`config.mk`:
```
export PLATFORM = sky130hd
export DESIGN_NAME = avalon_enforcer_flat
export DESIGN_NICKNAME = d
export VERILOG_FILES = /design/src/rtl/avalon_enforcer_if.sv /design/src/rtl/avalon_enforcer.sv /design/src/flat_wrapper.sv
export SDC_FILE = /design/constraint.sdc
export NUM_CORES = 1
export LEC_CHECK = 0
export BUFFER_PORTS_ARGS = -buffer_cell sky130_fd_sc_hd__buf_2
export CAP_MARGIN = 5
export CORE_AREA = 3 3 105 107
export DETAILED_ROUTE_END_ITERATION = 16
export DIE_AREA = 0 0 108 110
export SLEW_MARGIN = 20
export SYNTH_ARGS = -nofsm -noshare
export SYNTH_HDL_FRONTEND = slang
export SYNTH_SLANG_ARGS = --single-unit
```
`constraint.sdc`:
```
create_clock -name clk -period 1.01 [get_ports clk]
set_clock_uncertainty 0.1 [all_clocks]
set_input_delay 0.1515 -clock clk [delete_from_list [all_inputs] [get_ports clk]]
set_output_delay 0.1515 -clock clk [all_outputs]
set_load 0.02 [all_outputs]
```
`src/rtl/avalon_enforcer_if.sv`:
```
// Avalon-ST stream bundle shared by the untrusted source and the enforced sink.
interface avalon_st_if #(
  parameter int DATA_WIDTH_IN_BYTES = 16
);
  localparam int EW = (DATA_WIDTH_IN_BYTES > 1) ? $clog2(DATA_WIDTH_IN_BYTES) : 1;

  logic [8*DATA_WIDTH_IN_BYTES-1:0] data;
  logic                             valid;
  logic                             sop;
  logic                             eop;
  logic [EW-1:0]                    empty;
  logic                             rdy;

  modport master (output data, valid, sop, eop, empty, input rdy);
  modport slave  (input data, valid, sop, eop, empty, output rdy);
endinterface

```
`src/rtl/avalon_enforcer.sv`:
```
// Repairs sop/eop framing on an untrusted Avalon-ST stream; zero-latency datapath,
// one bit of packet state, and pulse flags for the two framing violations.
module avalon_enforcer #(
  parameter int DATA_WIDTH_IN_BYTES = 16
) (
  input  logic        clk,
  input  logic        rst,
  avalon_st_if.slave  untrusted,
  avalon_st_if.master enforced,
  output logic        valid_out_of_packet,
  output logic        second_sop_indc
);
  localparam int EW = (DATA_WIDTH_IN_BYTES > 1) ? $clog2(DATA_WIDTH_IN_BYTES) : 1;

  typedef enum logic {IDLE = 1'b0, IN_PKT = 1'b1} state_e;

  state_e        state_q, state_d;
  logic          xfer;
  logic          out_valid, out_sop, out_eop;
  logic [EW-1:0] out_empty;
  logic          voop, ssop;

  always_ff @(posedge clk or posedge rst) begin
    if (rst) state_q <= IDLE;
    else     state_q <= state_d;
  end

  always_comb begin
    state_d   = state_q;
    out_valid = 1'b0;
    out_sop   = 1'b0;
    out_eop   = 1'b0;
    out_empty = '0;
    voop      = 1'b0;
    ssop      = 1'b0;
    xfer      = untrusted.valid && enforced.rdy;
    if (!rst && untrusted.valid) begin
      unique case (state_q)
        IDLE: begin
          if (untrusted.sop) begin
            out_valid = 1'b1;
            out_sop   = 1'b1;
            out_eop   = untrusted.eop;
            if (xfer && !untrusted.eop) state_d = IN_PKT;
          end else begin
            voop = enforced.rdy;
          end
        end
        IN_PKT: begin
          // A stray sop inside a packet is demoted to a continuation beat.
          out_valid = 1'b1;
          out_eop   = untrusted.eop;
          ssop      = untrusted.sop && enforced.rdy;
          if (xfer && untrusted.eop) state_d = IDLE;
        end
        default: state_d = IDLE;
      endcase
    end
    if (out_eop) out_empty = untrusted.empty;
  end

  assign untrusted.rdy       = enforced.rdy;
  assign enforced.data       = untrusted.data;
  assign enforced.valid      = out_valid;
  assign enforced.sop        = out_sop;
  assign enforced.eop        = out_eop;
  assign enforced.empty      = out_empty;
  assign valid_out_of_packet = voop;
  assign second_sop_indc     = ssop;
endmodule

```
`src/flat_wrapper.sv`:
```
// flat-port wrapper written by rule: the top's interface ports become plain ports
module avalon_enforcer_flat 
#(
  parameter int DATA_WIDTH_IN_BYTES = 16
)
  (clk, rst, valid_out_of_packet, second_sop_indc, untrusted_data, untrusted_valid, untrusted_sop, untrusted_eop, untrusted_empty, untrusted_rdy, enforced_data, enforced_valid, enforced_sop, enforced_eop, enforced_empty, enforced_rdy);
  avalon_st_if #(.DATA_WIDTH_IN_BYTES(DATA_WIDTH_IN_BYTES)) untrusted_i ();
  avalon_st_if #(.DATA_WIDTH_IN_BYTES(DATA_WIDTH_IN_BYTES)) enforced_i ();
  input  logic clk;
  input  logic rst;
  output logic valid_out_of_packet;
  output logic second_sop_indc;
  input wire logic [$bits(untrusted_i.data)-1:0] untrusted_data;
  input wire logic [$bits(untrusted_i.valid)-1:0] untrusted_valid;
  input wire logic [$bits(untrusted_i.sop)-1:0] untrusted_sop;
  input wire logic [$bits(untrusted_i.eop)-1:0] untrusted_eop;
  input wire logic [$bits(untrusted_i.empty)-1:0] untrusted_empty;
  output wire logic [$bits(untrusted_i.rdy)-1:0] untrusted_rdy;
  output wire logic [$bits(enforced_i.data)-1:0] enforced_data;
  output wire logic [$bits(enforced_i.valid)-1:0] enforced_valid;
  output wire logic [$bits(enforced_i.sop)-1:0] enforced_sop;
  output wire logic [$bits(enforced_i.eop)-1:0] enforced_eop;
  output wire logic [$bits(enforced_i.empty)-1:0] enforced_empty;
  input wire logic [$bits(enforced_i.rdy)-1:0] enforced_rdy;
  assign untrusted_i.data = untrusted_data;
  assign untrusted_i.valid = untrusted_valid;
  assign untrusted_i.sop = untrusted_sop;
  assign untrusted_i.eop = untrusted_eop;
  assign untrusted_i.empty = untrusted_empty;
  assign untrusted_rdy = untrusted_i.rdy;
  assign enforced_data = enforced_i.data;
  assign enforced_valid = enforced_i.valid;
  assign enforced_sop = enforced_i.sop;
  assign enforced_eop = enforced_i.eop;
  assign enforced_empty = enforced_i.empty;
  assign enforced_i.rdy = enforced_rdy;
  avalon_enforcer #(.DATA_WIDTH_IN_BYTES(DATA_WIDTH_IN_BYTES)) u_core (.clk(clk), .rst(rst), .untrusted(untrusted_i), .enforced(enforced_i), .valid_out_of_packet(valid_out_of_packet), .second_sop_indc(second_sop_indc));
endmodule
```
==> out/metrics.cfg, run 1 <==
[grt]
grt_max_degree = 7
grt_pass1_vias = 497
antenna_found_initial = 0
grt_usage = 0.0383
grt_pass1_wl_um = 3320
grt_overflow = 0

[clock_tree]
clk_latency_ns = 0
clk_transition_reported_paths_ns = 0

[routing]
met1_length_um = 504
totalWireLength_um = 2680
routed.top_layer = met4
first_pass_iters = 3
wl_met3_um = 608
wl_per_cell_um = 14.8
antenna_left = 0
remaining_drc_errors = 0
drt_iter0_markers = 13
viasPerCell = 2.33
vias = 421
dr_wl_met2_um = 930

[power]
p_leak_nw = 0.234
ir_worst_vdd_mv = 0.151
power_density_nw_per_um2 = 485
fin_total_pwr_mw = 0.295

[status]
outcome = finished, violations left
violations = negative setup slack

[timing]
relSlewSlack = 0.889
max_freq_mhz = 846
holdWs_ns = 0.203
hold_violations = 0
setup_viol = 10
rsz0062_at_grt = true
worst_pin_slew_ns = 0.166
slew_viol_final = 0
period_share = 1.17
fin_ws_ns = -0.172
min_period_ns = 1.18
tns_ns = -1.37

[die]
fp.dieW_um = 108
die_height_um = 110
start_util = 0.110
core_um2 = 10200
ioPinCount = 276
dieArea_um2 = 11900
rows = 37

[layout]
largest_reg_flops = 1
drive_gt1_frac = 0.889
nFillCells = 1193
final_cells = 181
top_regs = u_core.state_q x1
top_register = u_core.state_q
layout_commonest_cell = buf_6
nets = 185
syn_to_final_growth_pct = -45.9
antenna_cells = 0
final_cell_mix = 10 x buf_6, 9 x buf_2, 8 x buf_4

[logic_synthesis]
netlist_area_um2 = 1120
synth.net_count = 283
syn_inst = 145
ys_seq_area_frac = 0.0222
ys_seq_elements = 1
syn_area_per_cell_um2 = 7.76
ys_warn_count = 0
synth_cell_type_count = 12

[placement]
place_ws_ns = -0.200
port_buffers = 19
post-place-cells = 174
gp_congestion = 0.453

[critical_path]
arrival_ns = 0.93
endpoint_kind = primary output
cp_max_fo = 3
criticalPathCategory = reg -> out
worst_ep_required_time_ns = 0.76
critPathLaunchType = flip-flop

[worst_hold_path]
hold_class = in -> out

[run]
drv_cap = 0

-- per-stage QoR --
step           utilization  area (um2)
2_1_floorplan            -        1160
3_3_place_gp        0.0465         475
3_5_place_dp        0.0465         475
4_1_cts             0.0577         591
5_1_grt             0.0594         608
6_report            0.0594         608
-- worst paths after layout --
check / startpoint / endpoint / slack (ns) / cells after the start
max in group asynchronous: rst / u_core.state_q / 0.25 / 3
min: untrusted_data[117] / enforced_data[117] / 0.20 / 0
min reg2reg: u_core.state_q / u_core.state_q / 0.78 / 4
max reg2reg: u_core.state_q / u_core.state_q / -0.14 / 4
min in group asynchronous: rst / u_core.state_q / 0.46 / 3
max: u_core.state_q / second_sop_indc / -0.17 / 4
-- Yosys cell counts (all sizes together) --
library cell,count,area share
nor3b,5,0.033
and2,2,0.011
and4bb,1,0.011
nor2,2,0.0089
and3b,1,0.0089
buf,129,0.86
inv,1,0.0033
dfrtp,1,0.022
a2bb2oi,1,0.013
nand3b,1,0.018
and4b,1,0.0089
-- report_power, final --
part	switching, mW	leakage [nW]	internal (mW)	total, mW
Sequential	0.0107	0.0119	0.0487	0.0594
Combinational	0.0947	0.222	0.141	0.235
Clock	0	0	0	0
Total	0.105	0.234	0.189	0.295
-- routing by layer --
metal,GRT usage,up-vias
met1,0.0238,140
met2,0.0364,87
li1,-,118
met4,0.0983,0
met3,0.0309,76
met5,0,-
-- kinds of logic (layout without fill, tap and decap cells) --
group	count (synthesis)	in the layout	share of synthesized area
flip-flops	1	1	0.0222
AND/OR/NAND/NOR	13	13	0.100
AO/OA/AOI/OAI	1	1	0.0133
buffers and inverters	130	30	0.864
-- timing repair --
action | 4_1_cts | 5_1_grt
endpoints found under the hold margin | 1 | 0
buffers inserted | 5 | 1
pin swaps | 6 | 8
resized for setup | 20 | 3
hold buffers | 1 | 0
setup endpoints to repair | 9 | 10
-- critical path, stage by stage, from the launching register on --
cell	delay, ns
dfrtp_1	0.40
buf_4	0.15
buf_6	0.10
and2_4	0.15
buf_6	0.12
-- layout make-up --
type                            count  area [um2]  area share
Inverter                            1        3.75     0.00617
Multi-Input combinational cell     14         174       0.286
Sequential cell                     1        25.0      0.0412
Tap cell                          136         170       0.280
Timing Repair Buffer               29         235       0.387
No activity file was read; power rests on OpenSTA's default activity.
==> run 2: changes to the inputs <==
SKIP_CTS_REPAIR_TIMING = 1   (was not set)
==> run 2 against run 1 <==
  * The run still ends with negative setup slack left
  * Setup slack got worse by 0.015 ns
  * Largest cell class unchanged
  * Routed wire length decreased by 3.4%
  * Largest power group unchanged
  * Critical endpoint is now valid_out_of_packet
  * Global-route usage decreased by 0.21 points
  * Sequential share of layout area increased by 0.71 points
  * Power decreased by 27%
  * Die area unchanged
  * Critical path type unchanged
  * Sequential cell count unchanged
  * Via count decreased by 5.2%
==> out/metrics.cfg, run 2 (synthesis results as in run 1) <==
[status]
outcome = finished, violations left
violations = negative setup slack

[die]
die_height_um = 110  ; unchanged
fp.dieW_um = 108  ; unchanged
dieArea_um2 = 11900  ; unchanged
ioPinCount = 276  ; unchanged
core_um2 = 10200  ; unchanged
start_util = 0.110  ; unchanged
rows = 37  ; unchanged

[worst_hold_path]
holdPathStages = 0  ; unchanged
hold_path_startpoint = untrusted_data[117]
hold_class = in -> out
min_to = enforced_data[117]

[timing]
period_share = 1.19  ; +0.0146
min_period_ns = 1.20  ; +0.0148 ns
holdWs_ns = 0.203  ; unchanged
max_freq_mhz = 835  ; -1.2%
relSlewSlack = 0.847  ; -0.0418
setup_viol = 10  ; unchanged
slew_viol_final = 0  ; unchanged
rsz0062_at_grt = true
hold_violations = 0  ; unchanged
worst_pin_slew_ns = 0.229  ; +0.0624 ns
fin_ws_ns = -0.187  ; -0.0148 ns

[critical_path]
slowest_delay_ns = 0.42  ; +0.02 ns
critPathBufInv = 1  ; -2
path_cells = nor2_4, and2_4, buf_6
path_delay_family = simple AND/OR/NAND/NOR gates
endpoint_kind = primary output
r2r-start = u_core.state_q
r2r_end = u_core.state_q
cp_max_fo = 7  ; +4
critPathLaunchType = flip-flop
rr_worst_depth = 1  ; -3
worst_ep_required_time_ns = 0.76  ; about the same
arrival_ns = 0.95  ; +0.02 ns
criticalPathCategory = reg -> out
crit_slowest_cell = dfrtp_2
r2r_slack_ns = 0.20  ; +0.34 ns

[layout]
top_regs = u_core.state_q x1
drive_gt1_frac = 0.875  ; -0.0139
nets = 180  ; -2.7%
largest_reg_flops = 1  ; unchanged
layout_commonest_cell = buf_4
antenna_cells = 0  ; unchanged
nFillCells = 1201  ; +0.67%
final_cell_mix = 11 x buf_4, 7 x buf_2, 5 x nor3b_2, 5 x buf_6
syn_to_final_growth_pct = -51.6
top_register = u_core.state_q

[grt]
grt_max_degree = 8  ; +1
grt_usage = 0.0362  ; -0.00208
antenna_found_initial = 0  ; unchanged
grt_pass1_vias = 447  ; -10%
grt_pass1_wl_um = 3120  ; -6.0%
grt_overflow = 0  ; unchanged

[routing]
first_pass_iters = 4  ; +1
vias = 399  ; -5.2%
drt_iter0_markers = 11  ; -2
remaining_drc_errors = 0  ; unchanged
viasPerCell = 2.27  ; -2.5%
wl_per_cell_um = 14.7  ; -0.62%
totalWireLength_um = 2590  ; -3.4%
antenna_left = 0  ; unchanged

[power]
power_density_nw_per_um2 = 394  ; -19%
fin_total_pwr_mw = 0.214  ; -27%
p_int_mw = 0.132  ; -30%
p_sw_frac = 0.385  ; +0.0273
p_seq_frac = 0.293  ; +0.092
p_clk_frac = 0  ; unchanged
ir_worst_vdd_mv = 0.134  ; -11%
power_switching_mw = 0.0825  ; -22%
p_leak_nw = 0.200  ; -14%
power_frac_comb = 0.707  ; -0.092

[clock_tree]
clk_latency_ns = 0  ; unchanged
clk_transition_reported_paths_ns = 0  ; unchanged

[placement]
port_buffers = 19  ; unchanged
gp_congestion = 0.453  ; unchanged

[run]
drv_cap = 0  ; unchanged

-- run 2: cell count changes in the layout (fill, tap and decap cells not counted), sizes merged --
cell    previous run  this run
buf               27        23
clkbuf             1         0
-- run 2: area by class of cell --
cell class	count	area [um2]	share of cell area
repair buffers	24	184	0.338
well taps	136	170	0.313
inverters	1	3.75	0.00690
multi-input cells	14	160	0.294
flip-flops and latches	1	26.3	0.0483
-- run 2: power groups by stage --
stage | Clock (mW) | Combinational [mW] | Sequential [mW]
after floorplan | 0 | 0.816 | 0.0592
after global placement | 0 | 0.128 | 0.0606
after detailed placement | 0 | 0.130 | 0.0613
after CTS | 0 | 0.131 | 0.0612
after global routing | 0 | 0.164 | 0.0641
final | 0 | 0.152 | 0.0628
-- run 2: worst max-delay path by stage --
stage / startpoint / end / slack (ns) / cells after the start
3_3_place_gp: u_core.state_q / enforced_sop / -0.17 / 2
3_5_place_dp: u_core.state_q / valid_out_of_packet / -0.20 / 3
2_1_floorplan: u_core.state_q / enforced_empty[0] / -0.07 / 2
4_1_cts: u_core.state_q / valid_out_of_packet / -0.20 / 3
5_1_grt: u_core.state_q / valid_out_of_packet / -0.21 / 3
6_report: u_core.state_q / valid_out_of_packet / -0.19 / 3
-- run 2: routing by layer --
layer / share of wire / wire (um) / up-vias / track usage
met1: 0.19 / 488 / 127 / 0.0228
met5: 0 / 0 / - / 0
met2: 0.33 / 859 / 87 / 0.0302
met4: 0.24 / 633 / 0 / 0.0983
met3: 0.23 / 606 / 76 / 0.0309
li1: - / - / 109 / -
-- run 2: stage by stage --
step	area, um2	instances	utilization	setup slack, ns	TNS [ns]
3_5_place_dp	475	174	0.0465	-0.200	-1.19
2_1_floorplan	1160	145	-	-0.0691	-0.428
4_1_cts	475	174	0.0465	-0.198	-1.20
6_report	544	176	0.0532	-0.187	-1.20
5_1_grt	544	176	0.0532	-0.208	-1.47
3_3_place_gp	475	174	0.0465	-0.173	-1.03
